[src/rtl/tti_feed_pkg.sv]
// ============================================================================
// tti_feed_pkg : shared state encoding and defaults for the TTI feed sequencer
// Revision     : 1.0
// ============================================================================
`default_nettype none

package tti_feed_pkg;

   typedef enum logic [1:0] {
      ST_IDLE  = 2'd0,
      ST_WRITE = 2'd1,
      ST_WAIT  = 2'd2,
      ST_GAP   = 2'd3
   } state_e;

   localparam int          c_DEPTH_DFLT   = 8;
   localparam int          c_AFULL_DFLT   = 6;
   localparam int          c_GAP_DFLT     = 16;
   localparam int          c_TIMEOUT_DFLT = 255;
   localparam logic [7:0]  c_DATA_RST     = 8'h00;

endpackage

`default_nettype wire

[src/rtl/tti_feed_ctrl_if.sv]
// ============================================================================
// tti_feed_ctrl_if : host-byte / TTI-device signal bundle for tti_feed_ctrl
// Revision         : 1.0
// ============================================================================
`default_nettype none

interface tti_feed_ctrl_if
   import tti_feed_pkg::*;
#(
   parameter int DEPTH = c_DEPTH_DFLT
) ();

   logic                     i_rx_valid;
   logic [7:0]               i_rx_data;
   logic                     i_tti_busy;
   logic                     i_tti_done;
   logic                     i_clr_err;
   logic                     o_write;
   logic [7:0]               o_data;
   logic                     o_rts;
   logic [$clog2(DEPTH):0]   o_count;
   logic                     o_ovf;
   logic                     o_tmo;

   modport master (
      output i_rx_valid, i_rx_data, i_tti_busy, i_tti_done, i_clr_err,
      input  o_write, o_data, o_rts, o_count, o_ovf, o_tmo
   );

   modport slave (
      input  i_rx_valid, i_rx_data, i_tti_busy, i_tti_done, i_clr_err,
      output o_write, o_data, o_rts, o_count, o_ovf, o_tmo
   );

endinterface

`default_nettype wire

[src/rtl/tti_feed_fifo.sv]
// ============================================================================
// tti_feed_fifo : byte FIFO with registered occupancy and almost-full RTS
// Revision      : 1.0
// ============================================================================
`default_nettype none

module tti_feed_fifo #(
   parameter int DEPTH = 8,
   parameter int AFULL = 6
) (
   input  logic                     i_clk,
   input  logic                     i_ZZ0,
   input  logic                     push_i,
   input  logic                     pop_i,
   input  logic [7:0]               wdata_i,
   output logic [7:0]               rdata_o,
   output logic                     full_o,
   output logic                     empty_o,
   output logic [$clog2(DEPTH):0]   count_o,
   output logic                     rts_o
);

   localparam int AW = $clog2(DEPTH);
   localparam int CW = AW + 1;

   logic [7:0]    mem_q [DEPTH];
   logic [AW-1:0] wr_q;
   logic [AW-1:0] rd_q;
   logic [CW-1:0] count_q;
   logic [CW-1:0] count_d;
   logic          rts_q;
   logic          wr_en;
   logic          rd_en;

   assign full_o  = (count_q == CW'(DEPTH));
   assign empty_o = (count_q == '0);
   assign rd_en   = pop_i && !empty_o;
   // A simultaneous pop frees the slot, so a push into a full FIFO still lands.
   assign wr_en   = push_i && (!full_o || rd_en);
   assign rdata_o = mem_q[rd_q];
   assign count_o = count_q;
   assign rts_o   = rts_q;

   always_comb begin
      count_d = count_q;
      case ({wr_en, rd_en})
         2'b10:   count_d = count_q + CW'(1);
         2'b01:   count_d = count_q - CW'(1);
         default: count_d = count_q;
      endcase
   end

   always_ff @(posedge i_clk) begin
      if (wr_en) begin
         mem_q[wr_q] <= wdata_i;
      end
   end

   always_ff @(posedge i_clk) begin
      if (i_ZZ0) begin
         wr_q    <= '0;
         rd_q    <= '0;
         count_q <= '0;
         rts_q   <= 1'b1;
      end else begin
         if (wr_en) begin
            wr_q <= wr_q + AW'(1);
         end
         if (rd_en) begin
            rd_q <= rd_q + AW'(1);
         end
         count_q <= count_d;
         rts_q   <= (count_d < CW'(AFULL));
      end
   end

endmodule

`default_nettype wire

[src/rtl/tti_feed_ctrl.sv]
// ============================================================================
// tti_feed_ctrl : feeds host bytes one at a time into the DJS130 TTI device.
// Optional macro TTI_PARITY_STRIP_EN clears bit 7 of each byte handed over.
// Revision      : 1.0
// ============================================================================
`default_nettype none

module tti_feed_ctrl
   import tti_feed_pkg::*;
#(
   parameter int DEPTH   = c_DEPTH_DFLT,
   parameter int AFULL   = c_AFULL_DFLT,
   parameter int GAP     = c_GAP_DFLT,
   parameter int TIMEOUT = c_TIMEOUT_DFLT
) (
   input  logic            i_clk,
   input  logic            i_ZZ0,
   tti_feed_ctrl_if.slave  bus
);

   localparam int              TW         = $clog2(TIMEOUT + 1);
   localparam int              GW         = $clog2(GAP + 1);
   localparam logic [TW-1:0]   c_TMO_LAST = TW'(TIMEOUT - 1);
   localparam logic [GW-1:0]   c_GAP_LOAD = GW'(GAP - 1);

   state_e        state_q;
   logic          write_q;
   logic [7:0]    data_q;
   logic [TW-1:0] timer_q;
   logic [GW-1:0] gap_q;
   logic          ovf_q;
   logic          tmo_q;

   logic          pop;
   logic          drop;
   logic          full;
   logic          empty;
   logic [7:0]    head;
   logic [7:0]    payload;

   assign pop  = (state_q == ST_IDLE) && bus.i_tti_busy && !empty;
   assign drop = bus.i_rx_valid && full && !pop;

`ifdef TTI_PARITY_STRIP_EN
   assign payload = head & 8'h7F;
`else
   assign payload = head;
`endif

   tti_feed_fifo #(
      .DEPTH   (DEPTH),
      .AFULL   (AFULL)
   ) u_fifo (
      .i_clk   (i_clk),
      .i_ZZ0   (i_ZZ0),
      .push_i  (bus.i_rx_valid),
      .pop_i   (pop),
      .wdata_i (bus.i_rx_data),
      .rdata_o (head),
      .full_o  (full),
      .empty_o (empty),
      .count_o (bus.o_count),
      .rts_o   (bus.o_rts)
   );

   assign bus.o_write = write_q;
   assign bus.o_data  = data_q;
   assign bus.o_ovf   = ovf_q;
   assign bus.o_tmo   = tmo_q;

   always_ff @(posedge i_clk) begin
      if (i_ZZ0) begin
         state_q <= ST_IDLE;
         write_q <= 1'b0;
         data_q  <= c_DATA_RST;
         timer_q <= '0;
         gap_q   <= '0;
         ovf_q   <= 1'b0;
         tmo_q   <= 1'b0;
      end else begin
         write_q <= 1'b0;
         // Clear first so a set event later in this block takes precedence.
         if (bus.i_clr_err) begin
            ovf_q <= 1'b0;
            tmo_q <= 1'b0;
         end
         if (drop) begin
            ovf_q <= 1'b1;
         end

         case (state_q)
            ST_IDLE: begin
               if (pop) begin
                  data_q  <= payload;
                  write_q <= 1'b1;
                  state_q <= ST_WRITE;
               end
            end
            ST_WRITE: begin
               timer_q <= '0;
               state_q <= ST_WAIT;
            end
            ST_WAIT: begin
               if (bus.i_tti_done) begin
                  gap_q   <= c_GAP_LOAD;
                  state_q <= ST_GAP;
               end else if (!bus.i_tti_busy) begin
                  // CPU cleared the device: the byte is treated as consumed.
                  gap_q   <= c_GAP_LOAD;
                  state_q <= ST_GAP;
               end else if (timer_q == c_TMO_LAST) begin
                  tmo_q   <= 1'b1;
                  gap_q   <= c_GAP_LOAD;
                  state_q <= ST_GAP;
               end else begin
                  timer_q <= timer_q + TW'(1);
               end
            end
            ST_GAP: begin
               if (gap_q == '0) begin
                  state_q <= ST_IDLE;
               end else begin
                  gap_q <= gap_q - GW'(1);
               end
            end
            default: state_q <= ST_IDLE;
         endcase
      end
   end

endmodule

`default_nettype wire

[src/flat_wrapper.sv]
// flat-port wrapper written by rule: the top's interface ports become plain ports
module tti_feed_ctrl_flat import tti_feed_pkg::*;
#(
   parameter int DEPTH   = c_DEPTH_DFLT,
   parameter int AFULL   = c_AFULL_DFLT,
   parameter int GAP     = c_GAP_DFLT,
   parameter int TIMEOUT = c_TIMEOUT_DFLT
)
  (i_clk, i_ZZ0, bus_i_rx_valid, bus_i_rx_data, bus_i_tti_busy, bus_i_tti_done, bus_i_clr_err, bus_o_write, bus_o_data, bus_o_rts, bus_o_count, bus_o_ovf, bus_o_tmo);
  tti_feed_ctrl_if #(.DEPTH(DEPTH)) bus_i ();
  input  logic i_clk;
  input  logic i_ZZ0;
  input wire logic [$bits(bus_i.i_rx_valid)-1:0] bus_i_rx_valid;
  input wire logic [$bits(bus_i.i_rx_data)-1:0] bus_i_rx_data;
  input wire logic [$bits(bus_i.i_tti_busy)-1:0] bus_i_tti_busy;
  input wire logic [$bits(bus_i.i_tti_done)-1:0] bus_i_tti_done;
  input wire logic [$bits(bus_i.i_clr_err)-1:0] bus_i_clr_err;
  output wire logic [$bits(bus_i.o_write)-1:0] bus_o_write;
  output wire logic [$bits(bus_i.o_data)-1:0] bus_o_data;
  output wire logic [$bits(bus_i.o_rts)-1:0] bus_o_rts;
  output wire logic [$bits(bus_i.o_count)-1:0] bus_o_count;
  output wire logic [$bits(bus_i.o_ovf)-1:0] bus_o_ovf;
  output wire logic [$bits(bus_i.o_tmo)-1:0] bus_o_tmo;
  assign bus_i.i_rx_valid = bus_i_rx_valid;
  assign bus_i.i_rx_data = bus_i_rx_data;
  assign bus_i.i_tti_busy = bus_i_tti_busy;
  assign bus_i.i_tti_done = bus_i_tti_done;
  assign bus_i.i_clr_err = bus_i_clr_err;
  assign bus_o_write = bus_i.o_write;
  assign bus_o_data = bus_i.o_data;
  assign bus_o_rts = bus_i.o_rts;
  assign bus_o_count = bus_i.o_count;
  assign bus_o_ovf = bus_i.o_ovf;
  assign bus_o_tmo = bus_i.o_tmo;
  tti_feed_ctrl #(.DEPTH(DEPTH), .AFULL(AFULL), .GAP(GAP), .TIMEOUT(TIMEOUT)) u_core (.i_clk(i_clk), .i_ZZ0(i_ZZ0), .bus(bus_i));
endmodule
[config.mk]
export PLATFORM = sky130hd
export DESIGN_NAME = tti_feed_ctrl_flat
export DESIGN_NICKNAME = d
export VERILOG_FILES = /design/src/rtl/tti_feed_pkg.sv /design/src/rtl/tti_feed_ctrl_if.sv /design/src/rtl/tti_feed_fifo.sv /design/src/rtl/tti_feed_ctrl.sv /design/src/flat_wrapper.sv
export SDC_FILE = /design/constraint.sdc
export NUM_CORES = 1
export LEC_CHECK = 0
export ABC_AREA = 1
export ABC_CLOCK_PERIOD_IN_PS = 2700
export CORE_ASPECT_RATIO = 0.6
export CORE_MARGIN = 2
export CORE_UTILIZATION = 35
export DETAILED_ROUTE_END_ITERATION = 16
export PLACE_DENSITY = 0.48
export RECOVER_POWER = 25
export SYNTH_ARGS = -nofsm -noshare
export SYNTH_HDL_FRONTEND = slang
export SYNTH_HIERARCHICAL = 1
export SYNTH_SLANG_ARGS = --single-unit
[constraint.sdc]
create_clock -name i_clk -period 2.7 [get_ports i_clk]
set_input_delay 0.675 -clock i_clk [delete_from_list [all_inputs] [get_ports i_clk]]
set_output_delay 0.675 -clock i_clk [all_outputs]
set_load 0.03 [all_outputs]
==> impl_metrics.csv, run 1 <==
group,metric,value,unit
status,status,"finished clean",
layout,design_area,0.00558,sq mm
timing,rsz0062_at_grt,"no",
yosys,yosysSeqAreaShare,58.1,%
worst_setup_path,max_stage_delay,0.50,ns
yosys,post-synth-top-area-cell,"edfxtp_1",
detailed_routing,drc,0,
die,dieArea,0.0144,sq mm
yosys,synth_cells,487,
place,gp_congestion,0.829,
power_and_ir_drop,p_int,3090,uW
clock_network,insertion_delay,0.35,ns
grt,antenna_found_initial,1,
detailed_routing,drt_pass1_iterations,5,
die,num_rows,32,
clock_network,cts_tree,"built",
worst_setup_path,endpoint_kind,"flop",
grt,grt_pass1_vias,3208,
die,die_height,93.6,um
worst_setup_path,critical_path.max_fanout,3,
detailed_routing,drt_iter0_markers,223,
yosys,yosys_warnings,6,
yosys,ys_ff_latch,104,
clock_network,cts.clk_slew.worst_paths,0.07,ns
die,core_area,0.0130,sq mm
clock_network,cts-root-buf,"clkbuf_16",
timing,slew_viol_final,0,
detailed_routing,ant_nets,0,
grt,grt_pass1_wl,17600,um
worst_setup_path,cp_slowest_cell,"clkdlybuf4s50_1",
power_and_ir_drop,combPwrFrac,33.4,%
worst_setup_path,crit_type,"in -> reg",
grt,grt_start_max_net_pins,33,
grt,grt_use_total,16.2,%
yosys,yosys-top-cells-area,"edfxtp_1 (41%), dfxtp_1 (17%), nor2_1 (8.1%), nand2_1 (6.1%), o21ai_0 (3.3%)",
layout,final_core_util,43.0,%
layout,layout.nets,555,
layout,area_delta_synth_final,19.2,%
clock_network,clk_path_buf_depth,2,
clock_network,cts_resized,0,
detailed_routing,post_drt_via_cell_ratio,4.88,
worst_setup_path,arrival,2.52,ns
yosys,syn_avg_cell_area,9.62,sq um
place,dp_hpwl,7750,um
power_and_ir_drop,power.density,877,mW/mm^2
power_and_ir_drop,pwr-share-clk,26.1,%
yosys,synth_common_cells,"nor2_1 (101), nand2_1 (76), edfxtp_1 (64), dfxtp_1 (40), o21ai_0 (31)",
detailed_routing,via_count,3433,
worst_setup_path,cp.required,2.95,ns
timing,worst_clock_skew,0.00803,ns
clock_network,cts-buffers-inserted,9,
power_and_ir_drop,p_seq_share,40.5,%
yosys,synth_fp_nets,513,
yosys,synthFlopType,"edfxtp_1",
die,io-pin-count,30,
die,die_w,153,um
clock_network,htreeDepth,3,
layout,multiInputGateArea,0.00176,sq mm
timing,worst_pin_slew,0.538,ns
run,maxCapViolations,0,
timing,finalCritPeriodShare,84.3,%
yosys,synth-edff-count,64,
timing,max_freq,439,MHz
layout,drive_above_1_share,14.0,%
place,place_area,0.00529,sq mm
power_and_ir_drop,switching_share,36.8,%
timing,finalCriticalPeriod,2.28,ns
clock_network,clock_sinks,104,
timing,hold_viol,0,
hold_path,min_path_type,"reg -> reg",
worst_setup_path,cp_top_family,"simple AND/OR/NAND/NOR gates",
clock_network,hold_buffers,0,
worst_setup_path,cp_num_buf_inv,2,
layout,seqCellArea,0.00272,sq mm
layout,antenna_cells,0,
detailed_routing,routedWlPerCell,15.3,um
power_and_ir_drop,max-vdd-ir-drop,0.000381,V
detailed_routing,wl,10800,um
yosys,synth_top_area_share,41.0,%
worst_setup_path,startpoint_type,"primary input",
power_and_ir_drop,power,4890,uW
layout,final_cells,704,
place,dpl.cell_count,688,
yosys,yosys.cell_types.count,36,
yosys,netlist_area,0.00468,sq mm
worst_setup_path,path_cells,"clkdlybuf4s50_1 -> nand2_1 -> nor2_4 -> nand3_2 -> inv_1 -> ha_1 -> a21oi_1 -> nand3_1 -> nand3_1 -> nand2_1 -> nor2_2 -> nor2_2",
clock_network,postCtsSetupBuffers,0,
timing,fin_setup_tns,0,ns
timing,slew_headroom,64.1,%
power_and_ir_drop,p_sw,1800,uW
die,start_util,36.1,%
grt,overflow,0,
yosys,synthArstFlopShare,0,%
timing,setup_viol,0,
place,io_buffers,29,
yosys,yosysMostFrequentCell,"nor2_1",
layout,num-fill-cells,1296,
power_and_ir_drop,p_leak,0.00209,uW
cell families (layout without fill, tap and decap cells):
kind of cell               Yosys count  in the layout  synth area share, %
AOI/OAI and AO/OA                   71             71                 9.03
and+or+nand+nor                    246            246                 24.4
DFF                                104            104                 58.1
adders and majority gates           12             12                 3.37
buffers and inverters               50             97                 4.35
xor gates and xnor gates             4              4                0.748
power groups by stage:
stage          clock network, uW  registers, uW  logic (uW)
2_1_floorplan                  0           2130        1000
3_3_place_gp                   0           2020        1650
3_5_place_dp                   0           2020        1640
4_1_cts                     1320           1980        1640
5_1_grt                     1380           2000        1840
6_report                    1280           1980        1640
layout by cell type (no fill, tap or decap):
cell and n:
clkinv_2 1, or2_2 2, buf_12 4, o32ai_1 16
a21oi_2 1, clkbuf_16 9, nand3_1 29, nand4_1 1
nand2_1 76, nand3_2 2, inv_2 5, inv_1 29
nor2_1 101, nor3_1 1, buf_4 12, ha_1 11
edfxtp_1 64, inv_6 5, clkinv_4 1, xor2_1 4
nor2_8 1, fa_1 1, inv_4 1, dfxtp_1 40
dlygate4sd3_1 7, nor2_2 11, and3_1 1, a21oi_1 18
o21ai_2 1, nand3b_1 2, nand2_4 4, nand2_2 9
nand3_4 1, nand2_8 1, or2_1 1, inv_8 1
o21ai_0 31, nor2_4 3, clkdlybuf4s50_1 22, o21ai_1 4
per-layer routing:
layer / global-route usage [%] / vias up / share of wire (%)
li1: - / 1733 / -
met5: 0 / - / 0
met2: 20.2 / 81 / 36
met3: 4.22 / 7 / 5.7
met4: 2.75 / 0 / 0.59
met1: 27.1 / 1612 / 58
state kept, by name (all words and copies together) (netlist names), named ones only:
| register | cells |
|---|---|
| u_core/bus.o_data | 8 |
| u_core/bus.o_ovf | 1 |
| u_core/bus.o_tmo | 1 |
| u_core/bus.o_write | 1 |
| u_core/gap_q | 5 |
| u_core/state_q | 2 |
| u_core/timer_q | 8 |
| u_core/u_fifo/count_o | 4 |
| u_core/u_fifo/mem_q | 64 |
| u_core/u_fifo/rd_q | 3 |
| u_core/u_fifo/rts_o | 1 |
| u_core/u_fifo/wr_q | 3 |
area by class of cell:
cell class / instances / share of cell area [%]
Sequential cell: 104 / 48.8
Multi-Input combinational cell: 333 / 31.5
Timing Repair Buffer: 45 / 8.25
Clock buffer: 9 / 4.03
Tap cell: 170 / 3.81
Inverter: 36 / 2.49
Clock inverter: 7 / 1.14
worst paths after layout:
kind                                                startpoint                              to  slack (ns)  depth (start not counted)
worst max-delay path                            bus_i_tti_busy  u_core/u_fifo/rts_o$_SDFF_PP1_        0.42                         12
worst min-delay path               u_core/bus.o_tmo$_SDFF_PP0_     u_core/bus.o_tmo$_SDFF_PP0_        0.46                          2
worst max register to register  u_core/state_q[0]$_SDFFE_PP0P_  u_core/u_fifo/rts_o$_SDFF_PP1_        0.61                         13
worst min register to register     u_core/bus.o_tmo$_SDFF_PP0_     u_core/bus.o_tmo$_SDFF_PP0_        0.46                          2
stage by stage:
stage / setup slack (ns) / hold slack [ns]
final: 0.425 / 0.461
after global routing: 0.272 / 0.494
after CTS: 0.446 / 0.468
after detailed placement: 0.0792 / 0.456
after global placement: 0.128 / 0.452
after floorplan: 0.432 / 0.450
tightest hold or removal path: cells and delay by family, from the launching register on:
kind | cells | cell delay, ns
AO/OA/AOI/OAI | 1 | 0.05
AND/OR/NAND/NOR | 1 | 0.06
flip-flops | 1 | 0.31
Note: power is estimated with default switching activity, not from simulation.
==> run 2: changes to the inputs <==
--- a/config.mk
+++ b/config.mk
@@ -6,7 +6,7 @@
 export NUM_CORES = 1
 export LEC_CHECK = 0
 export ABC_AREA = 1
-export ABC_CLOCK_PERIOD_IN_PS = 2700
+export ABC_CLOCK_PERIOD_IN_PS = 2400
 export CORE_ASPECT_RATIO = 0.6
 export CORE_MARGIN = 2
 export CORE_UTILIZATION = 35
==> constraint.sdc (replaced) <==
create_clock -name i_clk -period 2.4 [get_ports i_clk]
set_input_delay 0.6 -clock i_clk [delete_from_list [all_inputs] [get_ports i_clk]]
set_output_delay 0.6 -clock i_clk [all_outputs]
set_load 0.03 [all_outputs]
==> run 2 against run 1 <==
  * Flip-flop and latch count unchanged
  * Sequential power increased by 13%
  * Final cell count increased by 0.71%
  * Clock skew increased by 0.00050 ns
==> impl_metrics.csv, run 2 (synthesized netlist as in run 1, its figures left out) <==
group,metric,value,unit
layout,antenna_cells,0,
clock_network,cts_tree,"built",
layout,final_cells,709,
place,io_buffers,29,
detailed_routing,post_drt_via_cell_ratio,5.07,
worst_setup_path,cp_slowest_cell,"clkdlybuf4s50_1",
detailed_routing,drt_pass1_iterations,5,
hold_path,min_path_type,"reg -> reg",
timing,slew_viol_final,0,
detailed_routing,via_count,3593,
detailed_routing,drt_iter0_markers,327,
die,dieArea,0.0144,sq mm
layout,layout_common_cells,"nor2_1 (101), nand2_1 (76), edfxtp_1 (64), dfxtp_1 (40), o21ai_0 (31)",
detailed_routing,wl,11900,um
worst_setup_path,arrival,2.39,ns
timing,finalWorstSetupSlack,0.264,ns
clock_network,cts.clk_slew.worst_paths,0.07,ns
grt,grt_pass1_wl,18700,um
clock_network,htreeDepth,3,
die,num_rows,32,
power_and_ir_drop,max-vdd-ir-drop,0.000472,V
worst_setup_path,max_stage_delay,0.49,ns
detailed_routing,ant_nets,0,
layout,largest_register_ffs,64,
worst_setup_path,rr_startpoint,"u_core/state_q[0]$_SDFFE_PP0P_",
layout,design_area,0.00564,sq mm
worst_setup_path,cp.required,2.65,ns
worst_setup_path,cp_top_family,"simple AND/OR/NAND/NOR gates",
place,dp_hpwl,8660,um
clock_network,clock_sinks,104,
timing,setup_viol,0,
die,start_util,36.1,%
place,gp_congestion,0.849,
grt,antenna_found_initial,0,
timing,slew_headroom,64.0,%
place,dpl.cell_count,693,
run,maxCapViolations,0,
hold_path,hp-start,"u_core/bus.o_tmo$_SDFF_PP0_",
place,pre_cts_ws,-0.106,ns
die,die_height,93.6,um
clock_network,clk_path_buf_depth,2,
timing,hold_viol,0,
timing,finalCriticalPeriod,2.14,ns
die,die_w,153,um
timing,rsz0062_at_grt,"no",
detailed_routing,drc,0,
clock_network,cts_resized,0,
place,place_area,0.00532,sq mm
clock_network,cts-buffers-inserted,9,
grt,grt_pass1_vias,3286,
worst_setup_path,startpoint_type,"primary input",
layout,num-fill-cells,1313,
die,io-pin-count,30,
timing,finalCritPeriodShare,89.0,%
timing,worst_pin_slew,0.540,ns
timing,worst_clock_skew,0.00853,ns
layout,multiInputGateArea,0.00176,sq mm
layout,layout.nets,560,
layout,regMostFlops,"u_core/u_fifo/mem_q",
clock_network,cts-root-buf,"clkbuf_16",
layout,drive_above_1_share,14.7,%
worst_setup_path,path_cells,"clkdlybuf4s50_1 -> nand2_1 -> nor2_4 -> nand3_2 -> inv_1 -> ha_1 -> a21oi_1 -> nand3_1 -> nand3_1 -> nand2_1 -> nor2_2 -> nor2_2",
grt,grt_start_max_net_pins,33,
layout,seqCellArea,0.00272,sq mm
worst_setup_path,endpoint_kind,"flop",
die,core_area,0.0130,sq mm
timing,fin_setup_tns,0,ns
worst_setup_path,cp_num_buf_inv,2,
layout,layout_commonest_cell,"nor2_1",
worst_setup_path,crit_start,"bus_i_tti_busy",
power_and_ir_drop,power.density,1010,mW/mm^2
worst_setup_path,crit_type,"in -> reg",
clock_network,hold_buffers,0,
timing,max_freq,468,MHz
layout,area_delta_synth_final,20.5,%
worst_setup_path,critical_path.max_fanout,3,
grt,grt_use_total,17.4,%
detailed_routing,routedWlPerCell,16.8,um
power_and_ir_drop,p_leak,0.00212,uW
status,status,"finished clean",
clock_network,postCtsSetupBuffers,0,
clock_network,insertion_delay,0.35,ns
grt,overflow,0,
power_and_ir_drop,power,5720,uW
## run 2: changes by cell type in the layout (fill, tap and decap cells not counted)
cell        delta
clkbuf_8       +2
clkinv_4       -1
clkinv_1       +1
buf_4          +6
inv_8          -1
clkinvlp_4     +1
inv_6          -5
inv_4          +1
clkbuf_16      +1
buf_12         -1
bufinv_16      +1
## run 2: final timing paths
path,end,slack (ns),depth (start not counted)
worst min register to register,u_core/bus.o_tmo$_SDFF_PP0_,0.46,2
worst max-delay path,u_core/u_fifo/rts_o$_SDFF_PP1_,0.26,12
worst max register to register,u_core/u_fifo/rts_o$_SDFF_PP1_,0.32,13
worst min-delay path,u_core/bus.o_tmo$_SDFF_PP0_,0.46,2
## run 2: stage by stage
| step | utilization (%) | hold slack [ns] |
|---|---|---|
| 6_report | 43.5 | 0.460 |
| 5_1_grt | 43.5 | 0.502 |
| 4_1_cts | 43.5 | 0.467 |
| 3_5_place_dp | 41.0 | 0.456 |
| 3_3_place_gp | 41.0 | 0.454 |
| 2_1_floorplan | - | 0.450 |
## run 2: layout make-up
type / count / area share, %
inverters: 36 / 2.46
clock buffers: 12 / 4.92
flip-flops and latches: 104 / 48.2
repair buffers: 50 / 8.60
clock inverters: 4 / 0.843
well taps: 170 / 3.77
multi-input cells: 333 / 31.2
## run 2: power breakdown
part           switching [uW]  total, uW  internal (uW)
registers                 148       2240           2090
clock network             650       1580            927
logic                    1210       1900            689
## run 2: worst min-delay path, cell delays in order, from the launching register on
cell,delay [ns]
dfxtp_1,0.31
nand2_1,0.06
a21oi_1,0.05
## run 2: metal layers
layer  up-vias  global-route usage, %  routed length [um]
met1      1737                   28.1                6370
met3         9                   5.05                 909
met5         -                      0                   0
met4         0                   4.36                 126
li1       1736                      -                   -
met2       111                   21.8                4480
==> patch 1, RTL diff (settings of run 1) <==
Set the package constant `c_TIMEOUT_DFLT` to 510 (it was 255).
--- a/src/rtl/tti_feed_pkg.sv
+++ b/src/rtl/tti_feed_pkg.sv
@@ -18,3 +18,3 @@
    localparam int          c_GAP_DFLT     = 16;
-   localparam int          c_TIMEOUT_DFLT = 255;
+   localparam int          c_TIMEOUT_DFLT = 510;
    localparam logic [7:0]  c_DATA_RST     = 8'h00;
Function: no difference found for any inputs over 10 cycles, from zero or initial values; that may be too few to reach the edited logic, so the function may still have changed.
==> patch 1 against run 1 <==
- total power down 0.45%
- cell count up 0.85%
- sequential share of layout area down 0.20 points
- design area up 1.1%
- synthesized area up 1.5%
- register-to-register slack worse by 0.15 ns
- routed wire length up 1.9%
- setup slack worse by 0.11 ns
- sequential cell count up 1
==> patch 1: results (changes against run 1) <==
stage	metric	value	unit	change
run_status	status	finished, final reports clean		
sta	fin_skew	0.0118	ns	+0.00381 ns
power	p_int	3.17	mW	+2.5%
logic_synthesis	yosysUniqueCellTypes	36		unchanged
global_route	antenna_found_initial	0		-1
global_route	grt.total_usage	0.164		+0.00158
routing	wl_per_cell	15.4	um	+1.0%
worst_setup_path	cp.arrival	2.63	ns	+0.11 ns
clocking	htree_num_levels	3		unchanged
logic_synthesis	ys_async_sr_fraction	0		unchanged
min_path	hp-class	flip-flop to flip-flop		
final_layout	drive_gt1_frac	0.133		-0.00712
logic_synthesis	synth_area_leaders	edfxtp_1 (40%), dfxtp_1 (17%), nor2_1 (8.0%)		
logic_synthesis	ys_seq_area_frac	0.577		-0.00466
worst_setup_path	regToRegSetupSlack	0.46	ns	-0.15 ns
power	power_leakage	2.14	nW	+2.6%
final_layout	num-fill-cells	1288		-0.62%
clocking	clkTransAtPathRegs	0.07	ns	about the same
logic_synthesis	yosysWarnings	6		unchanged
final_layout	insertedDiodeCount	0		unchanged
global_route	grt_pass1_wl	18300	um	+4.0%
power	peakVddDrop	0.488	mV	+28%
sta	relSlewSlack	0.625		-0.0156
final_layout	fin_nets	563		+1.4%
clocking	clk_latency	0.35	ns	about the same
clocking	cts_buffers	9		unchanged
clocking	post_cts_buffers	0		unchanged
placement	gp_congestion	0.853		+2.8%
logic_synthesis	synthTopCellsByCount	nor2_1 (101), nand2_1 (74), edfxtp_1 (64)		
routing	drt_pre_antenna_iters	5		unchanged
placement	dp_slack	-0.0280	ns	-0.107 ns
placement	io_buffers	29		unchanged
global_route	grt_max_degree	33		unchanged
final_layout	regMostFlops	u_core/u_fifo/mem_q		
sta	fmax	0.419	GHz	-4.7%
logic_synthesis	syn_nets	519		+1.2%
placement	hpwl	7760	um	about the same
routing	drt_iter0_drc	205		-8.1%
routing	vias	3410		-0.67%
patch 1: changes by cell type after synthesis, sizes merged, moves of 2 or more:
cell / change
nand3: +2
inv: +3
o21ai: -2
nand2: -2
patch 1: kinds of logic (layout without fill, tap and decap cells):
group,count (synthesis),count (layout),synth area share
adder cells (fa/ha/maj),13,13,0.0358
buffers and inverters,54,102,0.0494
XOR/XNOR,3,3,0.00552
AO/OA/AOI/OAI,69,69,0.0884
flip-flops,105,105,0.577
AND/OR/NAND/NOR,248,248,0.244
patch 1: area by class of cell:
cell class / count / share of cell area
inverter: 39 / 0.0268
tap: 170 / 0.0377
multi-input combinational: 333 / 0.315
sequential: 105 / 0.486
clock buffer: 10 / 0.0406
clock inverter: 5 / 0.00842
timing repair buffer: 48 / 0.0855
patch 1: power by group through the flow:
stage	combinational [mW]	clock [mW]	sequential (mW)
6_report	1.61	1.25	2.01
5_1_grt	1.80	1.36	2.03
4_1_cts	1.62	1.30	2.01
3_5_place_dp	1.62	0	2.04
3_3_place_gp	1.61	0	2.04
2_1_floorplan	0.990	0	2.14
patch 1: final timing paths:
kind                     start                   to  cells past startpoint
max reg2reg  u_core/state_q[0]  u_core/u_fifo/rts_o                     14
min reg2reg   u_core/bus.o_tmo     u_core/bus.o_tmo                      2
max             bus_i_tti_busy  u_core/u_fifo/rts_o                     13
min           u_core/bus.o_tmo     u_core/bus.o_tmo                      2
patch 1: per-layer routing:
| metal | up-vias | part of all wire | track usage |
|---|---|---|---|
| met2 | 63 | 0.39 | 0.222 |
| li1 | 1739 | - | - |
| met1 | 1604 | 0.56 | 0.254 |
| met3 | 4 | 0.051 | 0.0452 |
| met5 | - | 0 | 0 |
| met4 | 0 | 0.0047 | 0.0355 |
patch 1: metrics by stage:
| step | instance area (um^2) | cells | hold WS, ns | power (mW) |
|---|---|---|---|---|
| after floorplan | 4760 | 492 | 0.445 | 3.13 |
| after global placement | 5370 | 695 | 0.454 | 3.65 |
| after detailed placement | 5370 | 695 | 0.457 | 3.66 |
| after CTS | 5650 | 710 | 0.466 | 4.93 |
| after global routing | 5650 | 710 | 0.503 | 5.19 |
| final | 5650 | 710 | 0.463 | 4.87 |
patch 1: critical path, stage by stage:
cell,delay (ns)
clkdlybuf4s50_1,0.48
nand2_1,0.06
or2_1,0.23
clkinv_1,0.07
nand3_2,0.10
inv_1,0.10
ha_1,0.26
a21oi_1,0.21
nand3_1,0.11
nand2_2,0.09
a21oi_1,0.07
nor2_2,0.14
nor2_2,0.04
==> patch 2, RTL diff (settings of run 1) <==
Made on the original files. Register the input `i_ZZ0` before use, without a reset. The logic sees it one clock later. The other inputs are not delayed to match.
--- a/src/rtl/tti_feed_ctrl.sv
+++ b/src/rtl/tti_feed_ctrl.sv
@@ -24,2 +24,8 @@
    localparam logic [GW-1:0]   c_GAP_LOAD = GW'(GAP - 1);
+
+   logic i_ZZ0_q;
+
+   always_ff @(posedge i_clk) begin
+      i_ZZ0_q <= i_ZZ0;
+   end
 
@@ -54,3 +60,3 @@
       .i_clk   (i_clk),
-      .i_ZZ0   (i_ZZ0),
+      .i_ZZ0   (i_ZZ0_q),
       .push_i  (bus.i_rx_valid),
@@ -71,3 +77,3 @@
    always_ff @(posedge i_clk) begin
-      if (i_ZZ0) begin
+      if (i_ZZ0_q) begin
          state_q <= ST_IDLE;
Function: changed (Yosys sat finds a counterexample within 4 cycles, from zero or initial values).
==> patch 2 against run 1 <==
- global-route usage increased by 0.29 points
- synthesized area is 0.11% lower
- routed wire length grew 2.6%
- clock power grew 8%
- design area is 0.96% lower
- sequential share of layout area rose by 0.84 points
- sequential cell count grew 1
- total power is 2.5% higher
- setup slack worse by 0.043 ns
- critical endpoint is now u_core/u_fifo/mem_q[7][1]
- largest cell class unchanged
==> patch 2: results (changes against run 1) <==
stage	metric	value	unit	change
run_status	status	finished, final reports clean		
placement	dp.cells	682		-0.87%
min_path	min_delay_path_depth	2		unchanged
final_layout	fin_nets	549		-1.1%
logic_synthesis	synth_edf_count	64		unchanged
logic_synthesis	synthTopCellsByCount	nor2_1 (99), nand2_1 (74), edfxtp_1 (64)		
global_route	grt.total_usage	0.165		+0.00287
worst_setup_path	cp.arrival	2.30	ns	-0.22 ns
min_path	hp-class	flip-flop to flip-flop		
global_route	grt_max_degree	33		unchanged
floorplan	die_x	153	um	about the same
routing	wl_per_cell	15.8	um	+3.5%
logic_synthesis	ys_async_sr_fraction	0		unchanged
logic_synthesis	ys_seq_area_frac	0.586		+0.00490
sta	fin_skew	0.00823	ns	+0.000196 ns
clocking	clk_latency	0.34	ns	
final_layout	drive_gt1_frac	0.133		-0.00762
final_layout	largest_reg_flops	64		unchanged
power	peakVddDrop	0.347	mV	-8.7%
logic_synthesis	synthCells	484		-0.62%
placement	io_buffers	29		unchanged
routing	remaining_drc_errors	0		unchanged
routing	vias	3374		-1.7%
logic_synthesis	syn_nets	510		-0.58%
worst_setup_path	crit_fanout	8		+5
logic_synthesis	synth-main-ff-cell	edfxtp_1		
placement	gp_congestion	0.837		+0.92%
clocking	cts_resized	0		unchanged
final_layout	regMostFlops	u_core/u_fifo/mem_q		
routing	drt_iter0_drc	245		+9.9%
clocking	cts_buffer_depth	2		unchanged
global_route	gr-total-overflow	0		unchanged
logic_synthesis	synth_area_leaders	edfxtp_1 (41%), dfxtp_1 (18%), nor2_1 (7.9%)		
worst_setup_path	reg2reg_depth	11		-2
global_route	antenna_found_initial	0		-1
routing	routed_wl	11000	um	+2.6%
sta	relSlewSlack	0.621		-0.0199
clocking	post_cts_buffers	0		unchanged
final_layout	syn_to_final_growth	18.1	%	
clocking	cts_buffers	9		unchanged
global_route	grt_pass1_wl	18100	um	+2.9%
placement	hpwl	7810	um	+0.70%
logic_synthesis	yosysWarnings	6		unchanged
sta	finalHoldViolCount	0		unchanged
logic_synthesis	yosysUniqueCellTypes	34		-5.6%
routing	drt_pre_antenna_iters	4		-1
global_route	grt_pass1_vias	3318		+3.4%
clocking	cts_root_buf	clkbuf_16		
sta	setup_tns	0	ns	unchanged
power	power_leakage	2.06	nW	-1.3%
clocking	htree_num_levels	3		unchanged
clocking	clkTransAtPathRegs	0.07	ns	about the same
-- patch 2: final cells by class --
class / count / area (um^2)
repair buffers: 42 / 388
well taps: 170 / 213
clock buffers: 10 / 229
fillers: 1297 / 7400
inverters: 35 / 136
multi-input cells: 330 / 1740
clock inverters: 5 / 81.3
diodes: 1 / 2.50
flip-flops and latches: 105 / 2740
-- patch 2: final timing paths --
kind | startpoint | endpoint | slack (ns)
worst min-delay path | u_core/bus.o_ovf | u_core/bus.o_ovf | 0.47
worst max register to register | u_core/u_fifo/count_o[3] | u_core/u_fifo/mem_q[7][1] | 0.56
worst max-delay path | bus_i_tti_busy | u_core/u_fifo/mem_q[7][1] | 0.38
worst min register to register | u_core/bus.o_ovf | u_core/bus.o_ovf | 0.47
-- patch 2: cells by family after synthesis --
| kind of cell | synth area share |
|---|---|
| DFF | 0.586 |
| adders and majority gates | 0.0337 |
| and+or+nand+nor | 0.239 |
| AOI/OAI and AO/OA | 0.0904 |
| xor gates and xnor gates | 0.00749 |
| buffers and inverters | 0.0430 |
-- patch 2: stage by stage --
stage / area (um^2) / setup slack, ns / total power [mW] / hold slack (ns) / utilization
final: 5530 / 0.381 / 5.02 / 0.465 / 0.427
after global routing: 5530 / 0.264 / 5.34 / 0.506 / 0.427
after CTS: 5530 / 0.373 / 5.07 / 0.467 / 0.427
after detailed placement: 5220 / 0.00554 / 3.68 / 0.458 / 0.403
after global placement: 5220 / 0.0648 / 3.67 / 0.454 / 0.403
after floorplan: 4680 / 0.432 / 3.15 / 0.451 / -
-- patch 2: metal layers --
layer  global-route usage  routed length (um)  vias up
met5                    0                   0        -
met4               0.0324                  31        0
met3               0.0403                 531        2
met2                0.219                4160       56
met1                0.265                6320     1608
li1                     -                   -     1708
-- patch 2: power by group --
part | internal, mW | total, mW | leakage [nW] | switching [mW]
registers | 1.88 | 2.00 | 0.916 | 0.129
clock network | 0.809 | 1.38 | 0.150 | 0.567
logic | 0.578 | 1.64 | 0.992 | 1.06
-- patch 2: critical path, stage by stage --
cell and delay, ns:
clkdlybuf4s50_1 0.50, nand2_1 0.10, nor2_4 0.12, buf_4 0.13, nand2_4 0.05, nand2_2 0.09
nand2_4 0.08, nor2_2 0.10, inv_2 0.07, nor2_2 0.38
